File: config.mk
export PLATFORM = sky130hd
export DESIGN_NAME = inequality_sweep
export DESIGN_NICKNAME = d
export VERILOG_FILES = /design/src/rtl/inequality_pkg.sv /design/src/rtl/sweep_settle_counter.sv /design/src/rtl/inequality_sweep.sv
export SDC_FILE = /design/constraint.sdc
export NUM_CORES = 1
export LEC_CHECK = 0
export CAP_MARGIN = 20
export CORE_ASPECT_RATIO = 0.8
export CORE_MARGIN = 2
export CORE_UTILIZATION = 50
export DETAILED_ROUTE_END_ITERATION = 10
export PLACE_DENSITY_LB_ADDON = 0.12
export SLEW_MARGIN = 40
export SYNTH_ARGS = -nofsm -noshare
export SYNTH_HDL_FRONTEND = slang
export SYNTH_SLANG_ARGS = --single-unit
File: constraint.sdc
create_clock -name clk -period 2.3 [get_ports clk]
set_input_delay 0.345 -clock clk [delete_from_list [all_inputs] [get_ports clk]]
set_output_delay 0.345 -clock clk [all_outputs]
set_load 0.01 [all_outputs]
File: src/rtl/inequality_pkg.sv
// ============================================================================
// Module      : inequality_pkg
// Description : Shared state encoding, default widths and golden expected
//               table for the inequality sweep self-test.
// Revision    : 1.0 - initial release
// ============================================================================
`default_nettype none

package inequality_pkg;

  localparam int NUM_W_DEF = 4;
  localparam int OUT_W_DEF = 3;
  localparam int CODES_DEF = 1 << NUM_W_DEF;

  typedef enum logic [1:0] {
    ST_IDLE   = 2'd0,
    ST_DRIVE  = 2'd1,
    ST_SAMPLE = 2'd2,
    ST_DONE   = 2'd3
  } state_t;

  // Result of the inequality block: {num < 5, 5 <= num <= 10, num > 10}.
  function automatic logic [OUT_W_DEF-1:0] golden_out(input int k);
    return {k < 5, (k >= 5) && (k <= 10), k > 10};
  endfunction

  function automatic logic [OUT_W_DEF*CODES_DEF-1:0] build_golden();
    logic [OUT_W_DEF*CODES_DEF-1:0] t;
    t = '0;
    for (int k = 0; k < CODES_DEF; k++) begin
      t[OUT_W_DEF*k +: OUT_W_DEF] = golden_out(k);
    end
    return t;
  endfunction

  localparam logic [OUT_W_DEF*CODES_DEF-1:0] GOLDEN_EXP_TABLE = build_golden();

endpackage

`default_nettype wire

File: src/rtl/sweep_settle_counter.sv
// ============================================================================
// Module      : sweep_settle_counter
// Description : Loadable down-counter with zero flag timing the settle window.
// Revision    : 1.0 - initial release
// ============================================================================
`default_nettype none

module sweep_settle_counter #(
  parameter int CNT_W = 1
) (
  input  logic             clk,
  input  logic             reset,
  input  logic             load,
  input  logic [CNT_W-1:0] load_val,
  input  logic             dec,
  output logic             zero
);

  logic [CNT_W-1:0] value;

  always_ff @(posedge clk) begin
    if (reset) begin
      value <= '0;
    end else if (load) begin
      value <= load_val;
    end else if (dec && (value != '0)) begin
      value <= value - 1'b1;
    end
  end

  assign zero = (value == '0);

endmodule

`default_nettype wire

File: src/rtl/inequality_sweep.sv
// ============================================================================
// Module      : inequality_sweep
// Description : Sweeps NUM over every code, checks OUT against EXP_TABLE and
//               reports error count plus the first failing vector.
// Revision    : 1.0 - initial release
// ============================================================================
`default_nettype none

module inequality_sweep
  import inequality_pkg::*;
#(
  parameter int NUM_W  = NUM_W_DEF,
  parameter int OUT_W  = OUT_W_DEF,
  parameter int SETTLE = 2,
  parameter logic [OUT_W*(2**NUM_W)-1:0] EXP_TABLE = '0
) (
  input  logic             clk,
  input  logic             reset,
  input  logic             start,
  output logic [NUM_W-1:0] NUM,
  input  logic [OUT_W-1:0] OUT,
  output logic             busy,
  output logic             done,
  output logic             pass,
  output logic [NUM_W:0]   err_count,
  output logic             fail_valid,
  output logic [NUM_W-1:0] fail_num,
  output logic [OUT_W-1:0] fail_out
);

  localparam int                CNT_W       = (SETTLE > 1) ? $clog2(SETTLE) : 1;
  localparam logic [CNT_W-1:0]  SETTLE_LOAD = CNT_W'(SETTLE - 1);
  localparam logic [NUM_W-1:0]  LAST_NUM    = '1;

  generate
    if (SETTLE < 1) begin : g_settle_check
      $error("inequality_sweep: SETTLE must be at least 1");
    end
  endgenerate

  state_t           state;
  logic             cnt_load;
  logic             cnt_dec;
  logic             cnt_zero;
  logic             starting;
  logic [OUT_W-1:0] exp_out;
  logic             mismatch;

  assign starting = ((state == ST_IDLE) || (state == ST_DONE)) && start;
  assign cnt_load = starting || ((state == ST_SAMPLE) && (NUM != LAST_NUM));
  assign cnt_dec  = (state == ST_DRIVE);
  assign exp_out  = EXP_TABLE[OUT_W*int'(NUM) +: OUT_W];
  assign mismatch = (exp_out != OUT);

  sweep_settle_counter #(
    .CNT_W (CNT_W)
  ) u_settle (
    .clk      (clk),
    .reset    (reset),
    .load     (cnt_load),
    .load_val (SETTLE_LOAD),
    .dec      (cnt_dec),
    .zero     (cnt_zero)
  );

  always_ff @(posedge clk) begin
    if (reset) begin
      state      <= ST_IDLE;
      NUM        <= '0;
      busy       <= 1'b0;
      done       <= 1'b0;
      err_count  <= '0;
      fail_valid <= 1'b0;
      fail_num   <= '0;
      fail_out   <= '0;
    end else begin
      case (state)
        ST_IDLE, ST_DONE: begin
          if (start) begin
            state      <= ST_DRIVE;
            NUM        <= '0;
            busy       <= 1'b1;
            done       <= 1'b0;
            err_count  <= '0;
            fail_valid <= 1'b0;
            fail_num   <= '0;
            fail_out   <= '0;
          end
        end
        ST_DRIVE: begin
          if (cnt_zero) begin
            state <= ST_SAMPLE;
          end
        end
        ST_SAMPLE: begin
          // Only the first mismatch is latched; later ones just count.
          if (mismatch) begin
            err_count <= err_count + 1'b1;
            if (!fail_valid) begin
              fail_valid <= 1'b1;
              fail_num   <= NUM;
              fail_out   <= OUT;
            end
          end
          if (NUM == LAST_NUM) begin
            state <= ST_DONE;
            busy  <= 1'b0;
            done  <= 1'b1;
          end else begin
            NUM   <= NUM + 1'b1;
            state <= ST_DRIVE;
          end
        end
        default: state <= ST_IDLE;
      endcase
    end
  end

  assign pass = done && (err_count == '0);

endmodule

`default_nettype wire

== Word level (Yosys, flattened, before mapping) ==
Cells that the tools add are included.

* Register bits after elaboration: 22
* Output and inout bits: 20
* Logic and storage cells: 69

* Add/sub/neg operators: 3
* Multipliers: 1
* Eq/ne operators: 12
* Shift operators: 1
* Muxes and demuxes: 27
* Reductions and logical operators: 16

{| class="wikitable"
|+ Operators by type and width
! kind !! count
|-
| indexed part select 48 x 7 -> 3 bit, first input constant || 1
|-
| two-way mux 4 bit || 4
|-
| case mux 4 bit (2 select lines) || 2
|-
| two-way mux 5 bit || 2
|-
| inequality test 2 bit, second input constant || 5
|-
| case mux 5 bit (2 select lines) || 1
|-
| two-way mux 3 bit || 3
|-
| AND reduction 3 bit || 3
|-
| two-way mux 1 bit || 7
|-
| multiplier 2 x 4 -> 6 bit, first input constant || 1
|-
| two-way mux 2 bit || 3
|-
| case mux 1 bit (2 select lines) || 3
|-
| case mux 2 bit (3 select lines) || 1
|-
| case mux 3 bit (2 select lines) || 1
|-
| adder 5 x 1 -> 5 bit, second input constant || 1
|-
| zero test 5 bit || 1
|-
| adder 4 x 1 -> 4 bit, second input constant || 1
|-
| == test 2 bit, second input constant || 2
|-
| == test 4 bit, second input constant || 1
|-
| logical AND 1 bit || 4
|-
| inequality test 4 bit, second input constant || 1
|-
| AND reduction 4 bit || 1
|-
| nonzero test 2 bit || 2
|-
| inequality test 3 bit || 1
|-
| other kinds (7) || 8
|}

== Depth between registers and ports, before layout ==
Gate-level depths: netlist of the first run.

* Word-level depth: 5
* Gate-level depth with buffers: 7
* Gate-level depth less buffers: 5

== Modules after synthesis ==
A second synthesis of the first run with hierarchy kept.

* Cell total of the unflattened synthesis: 130
* Area total of the unflattened synthesis: 1101.1 µm²

{| class="wikitable"
|+ Modules (own cells, without submodules)
! module !! times used !! cells each !! area each (µm²) !! seq. area each (µm²)
|-
| inequality_sweep || 1 || 126 || 1053.5 || 420.4
|-
| sweep_settle_counter || 1 || 4 || 47.5 || 20.0
|}

== Worst setup path after synthesis of the first run ==
OpenSTA, ideal clock, no wires.

* Path kind: flip-flop to flip-flop
* Start: register state[0]
* End: register err_count[0]
* Data arrival time: 1652 ps
* Setup slack: 579 ps
* Stages on the path, launching flop included: 8
* Path buffers: 2
* Period minus slack after synthesis: 1721 ps
* Cell sequence: dfxtp_1 > inv_1 > ha_1 > buf_6 > mux2i_1 > buf_6 > or4b_1 > a21oi_1

* Cells in the longest elaborated chain, start to end: 4

{| class="wikitable"
|+ RTL lines
! item !! line !! text
|-
| start: declaration || inequality_sweep.sv:41 || <nowiki>state_t state;</nowiki>
|-
| start signal: assignment || inequality_sweep.sv:68 || <nowiki>state <= ST_IDLE;</nowiki>
|-
| start signal: assignment || inequality_sweep.sv:80 || <nowiki>state <= ST_DRIVE;</nowiki>
|-
| start signal: assignment || inequality_sweep.sv:92 || <nowiki>state <= ST_SAMPLE;</nowiki>
|-
| == test 2 bit / zero test 2 bit (equally long branches) || inequality_sweep.sv:77 || <nowiki>case (state)</nowiki>
|-
| OR reduction 2 bit || inequality_sweep.sv:77 ||
|-
| inequality test 2 bit (no line) / nonzero test 2 bit (equally long branches) || - ||
|-
| AND reduction 3 bit (no line) || - ||
|-
| end signal: assignment || inequality_sweep.sv:98 || <nowiki>err_count <= err_count + 1'b1;</nowiki>
|-
| end: declaration || inequality_sweep.sv:25 || <nowiki>output logic [NUM_W:0] err_count,</nowiki>
|}

Several ways; a longest one is shown, not always the timed one.
A chain may end at the register's enable or synchronous reset.

== Worst setup path in the final report of the first run ==
Same ends and word-level chain as after synthesis.

==> results of run 1 <==
path summary, 6_finish.rpt:
path / from / endpoint / slack [ps] / cells after the start
worst max register to register: state[0] / err_count[0] / 260 / 5
worst max-delay path: state[0] / err_count[0] / 260 / 5
worst min register to register: done / done / 480 / 2
worst min-delay path: done / done / 480 / 2
layout make-up:
cell class	count	share of cell area
inverters	6	0.01480
repair buffers	29	0.1842
well taps	27	0.02220
clock buffers	3	0.01480
clock inverters	1	0.01974
multi-input cells	103	0.4548
flip-flops and latches	22	0.2895
report_power, final:
| group | internal, mW | total (mW) | leakage (nW) | switching (mW) |
|---|---|---|---|---|
| sequential | 0.392 | 0.401 | 0.178 | 0.00953 |
| clock | 0.176 | 0.298 | 0.0279 | 0.121 |
| combinational | 0.0619 | 0.151 | 0.300 | 0.0887 |
| total | 0.630 | 0.850 | 0.506 | 0.220 |
kinds of logic after synthesis:
logic type                 after synthesis  share of synthesized area
and+or+nand+nor                         49                     0.2355
buffers and inverters                   17                    0.07746
DFF                                     22                     0.3588
adders and majority gates                6                    0.06116
muxes                                    4                    0.03364
AOI/OAI and AO/OA                       44                     0.2334
worst max-delay path, stage by stage (launching register included):
cell and delay, ps:
dfxtp_1 370, inv_1 70, ha_1 470, mux2i_1 700, o21ai_0 180, a21oi_1 170
layer usage:
| layer | share of wire | track usage |
|---|---|---|
| met5 | 0 | 0 |
| met4 | 0.0066 | 0.03409 |
| met3 | 0.066 | 0.05080 |
| met2 | 0.46 | 0.3278 |
| met1 | 0.47 | 0.2993 |
cell usage in the layout, fill, tap and decap left out, types with 2 or more instances in the layout:
| cell | count |
|---|---|
| clkdlybuf4s50_1 | 25 |
| dfxtp_1 | 22 |
| nand2_1 | 16 |
| o21ai_0 | 11 |
| a21oi_1 | 10 |
| o31ai_1 | 9 |
| o311ai_0 | 7 |
| nand3_1 | 7 |
| inv_1 | 6 |
| ha_1 | 6 |
| a31oi_1 | 4 |
| buf_4 | 4 |
| nor2_1 | 3 |
| mux2i_1 | 3 |
| nand2b_1 | 3 |
| or4_1 | 3 |
| clkbuf_4 | 3 |
| or3_1 | 2 |
| nand3b_1 | 2 |
| or4b_1 | 2 |
state kept, by name, summed over array words and instances, names as in the netlist:
signal          count
u_settle.value      1
done                1
err_count           5
fail_valid          1
busy                1
NUM                 4
fail_num            4
fail_out            3
state               2
==> qor.yml, run 1 <==
run_status:
  outcome: "finished, final reports clean"
yosys:
  synthArstFlopShare: 0
  syn_area_per_cell_um2: 8.644
  yosysMostFrequentCell: "dfxtp_1"
  synth_warnings: 0
  seq_area_frac_synth: 0.3588
  synth_cells: 142
  ys_seq_elements: 22
  yosys.area.top_type: "dfxtp_1"
  synth_top_area_share: 0.3588
  synth_area_leaders: "dfxtp_1 (36%), ha_1 (6.1%), o31ai_1 (5.5%)"
  synth.net_count: 154
  ys_types: 38
  synth_top_flop_cell: "dfxtp_1"
  synthTopCellsByCount: "dfxtp_1 (22), nand2_1 (16), o21ai_0 (11), a21oi_1 (10), o31ai_1 (9)"
  synth-edff-count: 0
  synthesis.area_mm2: 0.001227
layout:
  stdcell_area_mm2: 0.001521
  antenna-diode-count: 0
  regArea_um2: 440.4
  fin_util: 0.6387
  fin_cells: 191
  fin_nets: 177
  drive_above_1_share: 0.07317
  multi_input_area_um2: 691.9
  n_fill_cell: 211
  area_delta_synth_final_pct: 23.96
timing:
  fmax_mhz: 490.8
  relSlewSlack: 0.4765
  drv_slew: 0
  layout_setup_ws_ps: 262.4
  finalCritPeriodShare: 0.8859
  clock_skew_ps: 12.64
  rsz0062_at_grt: "false"
  tightest_slew_ps: 763.4
  layout_min_cycle_time_ps: 2038
  finalHoldViolCount: 0
  timing.hold.ws_ps: 482.5
  setup_tns_ps: 0
  setup_violations: 0
routing:
  drt_wl_total_um: 2876
  dr.pass1.iters: 5
  via_per_inst: 6.188
  vias: 1182
  drc: 0
  drtIter0Drc: 54
  routedWlPerCell_um: 15.06
  postRouteAntennaNets: 0
floorplan:
  die_w_um: 59.40
  core_area_mm2: 0.002382
  dieArea_mm2: 0.002870
  std_cell_rows: 16
  die_y_um: 48.32
  initial_core_util: 0.5152
  io_pins: 26
power:
  p_per_area_mw_per_mm2: 558.5
  p_leak_nw: 0.5060
  power_uw: 849.7
  vdd_ir_drop_max_v: 0.0003228
clocking:
  htree_levels: 1
  cts_sinks: 22
  post-cts-setup-buffer-count: 0
  clock_path_buffers: 2
  worst_skew_pair.late_latency_ps: 310
  cts_hold_buffers: 0
  root_buffer: "clkbuf_4"
  clk_pin_slew_ps: 130
  cts_buffers: 3
  cts_resized: 0
  cts_tree: "yes"
flow_run:
  drv_cap: 0
global_routing:
  track_usage: 0.2108
  antenna_found_initial: 0
  grt_pass1_vias: 1091
  grt_max_degree: 22
  grt_remaining_overflow: 0
  grt_pass1_wl_um: 4850
critical_path:
  start_kind: "flop"
  cp-end-kind: "flop"
  required_ps: 2550
  cp.arrival_ps: 2280
  path_class: "reg -> reg"
  crit_fanout: 13
placed_design:
  dp.cells: 187
  place_congestion: 0.8088
  placed_area_mm2: 0.001469
  dpl_worst_slack_ps: 207.9
  port_buffers: 25
  hpwl_um: 2039
min_path:
  min_path_type: "reg -> reg"
Power figures use the tool's default switching activity.
==> inputs of run 2 (changes only) <==
--- a/config.mk
+++ b/config.mk
@@ -7,8 +7,8 @@
 export LEC_CHECK = 0
 export CAP_MARGIN = 20
 export CORE_ASPECT_RATIO = 0.8
-export CORE_MARGIN = 2
-export CORE_UTILIZATION = 50
+export CORE_UTILIZATION = 35
+export CTS_CLUSTER_SIZE = 20
 export DETAILED_ROUTE_END_ITERATION = 10
 export PLACE_DENSITY_LB_ADDON = 0.12
 export SLEW_MARGIN = 40
==> run 2 against run 1 <==
  * Non-clock buffer count unchanged
  * Total power increased by 8.2%
  * Global-route usage is 3.0 points lower
  * First-iteration DRC count up 100%
  * Count of clock-buffer cells in the layout is the same
  * Clock skew fell by 9.8 ps
  * Sequential power barely moved
  * Worst setup slack lost 18 ps
  * Register-to-register slack worse by 20 ps
  * Cell area increased by 2.8%
  * Largest cell class unchanged
  * Wire length rose by 7.7%
  * Clock power up 23%
==> qor.yml, run 2 (same netlist as run 1, synthesis figures left out) <==
timing:
  fmax_mhz: 486.5
  layout_min_cycle_time_ps: 2056
  clock_skew_ps: 2.876
  finalHoldViolCount: 0
  setup_tns_ps: 0
  setup_violations: 0
  drv_slew: 0
  tightest_slew_ps: 555.6
  rsz0062_at_grt: "false"
  finalCritPeriodShare: 0.8938
  relSlewSlack: 0.6223
routing:
  vias: 1170
  drt_wl_total_um: 3097
  drc: 0
  drtIter0Drc: 108
  postRouteAntennaNets: 0
  dr.pass1.iters: 4
  routedWlPerCell_um: 15.18
  via_per_inst: 5.735
critical_path:
  path_class: "reg -> reg"
  required_ps: 2480
  r2r_slack_ps: 240
  reg2reg_from: "state[0]"
  cp.arrival_ps: 2240
  cp-end-kind: "flop"
  start_kind: "flop"
  worst_r2r_path_depth: 5
  crit_fanout: 13
  r2r-end: "fail_num[3]"
layout:
  antenna-diode-count: 0
  layout_common_cells: "clkdlybuf4s50_1 (25), dfxtp_1 (22), nand2_1 (16)"
  largest_reg_flops: 5
  final_common_cell: "clkdlybuf4s50_1"
  top_register: "err_count"
  fin_cells: 204
  area_delta_synth_final_pct: 27.42
  fin_nets: 177
  drive_above_1_share: 0.08537
  top_regs: "err_count (5), NUM (4), fail_num (4)"
  n_fill_cell: 322
floorplan:
  dieArea_mm2: 0.003749
  die_y_um: 54.97
  io_pins: 26
  initial_core_util: 0.3811
  die_w_um: 68.21
  core_area_mm2: 0.003221
  std_cell_rows: 18
global_routing:
  grt_pass1_vias: 1012
  track_usage: 0.1807
  grt_remaining_overflow: 0
  antenna_found_initial: 0
  grt_max_degree: 19
  grtUsageMet1: 0.2655
  grt_util_met2: 0.2680
  grt_pass1_wl_um: 4974
  grt.busiest_layer: "met2"
  gr-usage-met3: 0.04303
min_path:
  min_path_type: "reg -> reg"
  hold_depth: 2
  min_to: "done"
  min_from: "done"
clocking:
  worst_skew_pair.late_latency_ps: 270
  clock_path_buffers: 2
  cts_tree: "yes"
  clk_pin_slew_ps: 80
  cts_resized: 0
  root_buffer: "clkbuf_8"
  cts_buffers: 3
  htree_levels: 1
  post-cts-setup-buffer-count: 0
  cts_hold_buffers: 0
  cts_sinks: 22
power:
  p_leak_nw: 0.5069
  p_per_area_mw_per_mm2: 587.6
  vdd_ir_drop_max_v: 0.0003564
  power_uw: 919.0
placed_design:
  dp.cells: 200
  place_congestion: 0.7845
  hpwl_um: 2149
  port_buffers: 25
flow_run:
  drv_cap: 0
run_status:
  outcome: "finished, final reports clean"
-- run 2: cell count changes in the layout (fill, tap and decap cells not counted) --
cell and delta:
clkbuf_8 +3, mux2i_2 +2, clkbuf_4 -3, mux2i_1 -2
-- run 2: through the flow --
step | cell area, um2 | hold WS (ps) | worst slack [ps] | utilization
after floorplan | 1227 | 464.0 | 578.7 | -
after global placement | 1485 | 468.1 | 238.6 | 0.4612
after detailed placement | 1485 | 483.1 | 136.0 | 0.4612
after CTS | 1556 | 494.1 | 120.7 | 0.4833
after global routing | 1564 | 521.7 | 55.91 | 0.4856
final | 1564 | 494.1 | 244.3 | 0.4856
-- run 2: layout make-up --
class / instances / area [um2] / area share
Multi-Input combinational cell: 103 / 699.4 / 0.4472
Inverter: 6 / 22.52 / 0.01440
Clock inverter: 1 / 30.03 / 0.01920
Sequential cell: 22 / 440.4 / 0.2816
Clock buffer: 3 / 41.29 / 0.02640
Tap cell: 40 / 50.05 / 0.03200
Timing Repair Buffer: 29 / 280.3 / 0.1792
-- run 2: critical path, stage by stage, from the launching register on --
cell	delay, ps
dfxtp_1	350
inv_1	70
ha_1	370
and2_0	370
or3_1	530
o31ai_1	270
-- run 2: how the worst max path moves through the flow --
stage / from / to / cells past startpoint
6_report: state[0] / fail_num[3] / 5
5_1_grt: state[0] / fail_num[0] / 5
4_1_cts: state[0] / fail_num[3] / 5
3_5_place_dp: state[0] / fail_num[3] / 5
3_3_place_gp: start / fail_num[2] / 4
2_1_floorplan: state[0] / err_count[0] / 7
-- run 2: routing by layer --
metal | vias up | part of all wire
li1 | 575 | -
met1 | 558 | 0.48
met2 | 35 | 0.44
met3 | 2 | 0.072
met4 | 0 | 0.0045
met5 | - | 0
-- run 2: power by group --
part / switching [mW] / internal [mW] / leakage [nW]
Sequential: 0.00917 / 0.391 / 0.178
Clock: 0.133 / 0.233 / 0.0357
Combinational: 0.0906 / 0.0623 / 0.293
Total: 0.233 / 0.686 / 0.507
==> inputs of run 3 (changes only) <==
--- a/config.mk
+++ b/config.mk
@@ -5,11 +5,13 @@
 export SDC_FILE = /design/constraint.sdc
 export NUM_CORES = 1
 export LEC_CHECK = 0
-export CAP_MARGIN = 20
+export CAP_MARGIN = 40
 export CORE_ASPECT_RATIO = 0.8
 export CORE_UTILIZATION = 35
+export CTS_BUF_LIST = sky130_fd_sc_hd__clkbuf_4 sky130_fd_sc_hd__clkbuf_8
 export CTS_CLUSTER_SIZE = 20
 export DETAILED_ROUTE_END_ITERATION = 10
+export DONT_BUFFER_PORTS = 1
 export PLACE_DENSITY_LB_ADDON = 0.12
 export SLEW_MARGIN = 40
 export SYNTH_ARGS = -nofsm -noshare
==> run 3 against run 2 <==
  * Cell area decreased by 17%
  * Worst setup slack worse by 9.5 ps
  * Non-clock buffer count decreased by 26
  * Worst hold slack lost 360 ps
  * Utilization shrank 8.2 points
  * Via count shrank 7.4%
  * Cell count is 13% lower
  * Flip-flop and latch count unchanged
  * Global-route usage down 1.1 points
  * Fmax fell by 0.46%
  * Die area did not move
  * Total power shrank 4.0%
==> qor.yml, run 3 (same netlist as run 1, synthesis figures left out) <==
run_status:
  outcome: "finished, final reports clean"
floorplan:
  initial_core_util: 0.3811
  std_cell_rows: 18
  die_w_um: 68.21
  core_area_mm2: 0.003221
  io_pins: 26
  die_y_um: 54.97
  dieArea_mm2: 0.003749
timing:
  layout_min_cycle_time_ps: 2065
  drv_slew: 0
  finalHoldViolCount: 0
  finalCritPeriodShare: 0.8979
  layout_setup_ws_ps: 234.8
  setup_tns_ps: 0
  tightest_slew_ps: 769.6
  fmax_mhz: 484.2
  clock_skew_ps: 10.43
  rsz0062_at_grt: "false"
  relSlewSlack: 0.4723
  setup_violations: 0
routing:
  vias: 1084
  drtIter0Drc: 59
  drc: 0
  routedWlPerCell_um: 16.62
  drt_wl_total_um: 2959
  via_per_inst: 6.090
  postRouteAntennaNets: 0
  dr.pass1.iters: 6
global_routing:
  grt_pass1_vias: 988
  grt_remaining_overflow: 0
  grt_pass1_wl_um: 4616
  antenna_found_initial: 0
  grt_max_degree: 23
  track_usage: 0.1701
layout:
  top_regs: "err_count (5), NUM (4), fail_num (4)"
  drive_above_1_share: 0.07971
  n_fill_cell: 328
  fin_util: 0.4033
  final_common_cell: "dfxtp_1"
  area_delta_synth_final_pct: 5.811
  largest_reg_flops: 5
  multi_input_area_um2: 691.9
  layout_common_cells: "dfxtp_1 (22), nand2_1 (16), o21ai_0 (11)"
  regArea_um2: 440.4
  fin_nets: 151
  top_register: "err_count"
  antenna-diode-count: 0
power:
  vdd_ir_drop_max_v: 0.0003392
  p_leak_nw: 0.4212
  p_per_area_mw_per_mm2: 679.5
clocking:
  post-cts-setup-buffer-count: 0
  clk_pin_slew_ps: 90
  cts_hold_buffers: 0
  cts_sinks: 22
  cts_buffers: 3
  cts_resized: 0
  cts_tree: "yes"
  worst_skew_pair.late_latency_ps: 270
  clock_path_buffers: 2
  root_buffer: "clkbuf_8"
  htree_levels: 1
min_path:
  min_path_type: "in -> reg"
placed_design:
  place_congestion: 0.8482
  port_buffers: 0
  dpl_worst_slack_ps: 258.9
  hpwl_um: 2081
flow_run:
  drv_cap: 0
critical_path:
  start_kind: "flop"
  cp-end-kind: "flop"
  cp_cell_sequence: "inv_1 -> ha_1 -> and2_0 -> or3_1 -> o31ai_1"
  cp_top_family: "simple AND/OR/NAND/NOR gates"
  required_ps: 2480
  cp.arrival_ps: 2240
  path_class: "reg -> reg"
  crit_fanout: 13
  path_buf_inv: 1
  crit_slowest_cell: "or3_1"
  max_stage_delay_ps: 540
## run 3: changes by cell type in the layout (fill, tap and decap cells not counted)
| cell | change |
|---|---|
| buf_4 | -1 |
| clkdlybuf4s50_1 | -25 |
| mux2i_1 | +2 |
| mux2i_2 | -2 |
## run 3: worst paths after layout
kind | cells after the start | slack, ps | end | from
worst min-delay path | 1 | 140 | NUM[3] | reset
worst max-delay path | 5 | 230 | fail_out[1] | state[0]
worst min register to register | 2 | 490 | state[0] | state[0]
worst max register to register | 5 | 230 | fail_out[1] | state[0]
## run 3: cell type report
class | count | share of cell area
multi-input cells | 103 | 0.5328
inverters | 6 | 0.01734
clock buffers | 3 | 0.03179
repair buffers | 3 | 0.01734
flip-flops and latches | 22 | 0.3391
well taps | 40 | 0.03854
clock inverters | 1 | 0.02312
## run 3: metrics by stage
stage	power, mW	std cells	hold WS (ps)	cell area, um2
floorplan	0.5220	142	464.0	1227
global placement	0.5273	174	419.1	1227
detailed placement	0.5291	174	418.8	1227
CTS	0.8912	178	130.0	1299
global route	0.9252	178	121.8	1299
finish	0.8825	178	137.8	1299
## run 3: layer usage
layer | wire length [um] | part of all wire | up-vias | global-route usage
li1 | - | - | 526 | -
met1 | 1500 | 0.51 | 524 | 0.2320
met2 | 1283 | 0.43 | 32 | 0.2598
met3 | 163 | 0.055 | 2 | 0.05943
met4 | 12 | 0.0041 | 0 | 0.03125
met5 | 0 | 0 | - | 0
## run 3: worst reg2reg max path, cell delays in order, from the launching register on
cell	delay (ps)
dfxtp_1	360
inv_1	70
ha_1	360
and2_0	360
or3_1	540
o31ai_1	290
## run 3: power by group
part	leakage [nW]	internal (mW)	switching, mW
Combinational	0.207	0.0462	0.0734
Clock	0.0357	0.232	0.127
Sequential	0.178	0.391	0.0115
Total	0.421	0.670	0.212
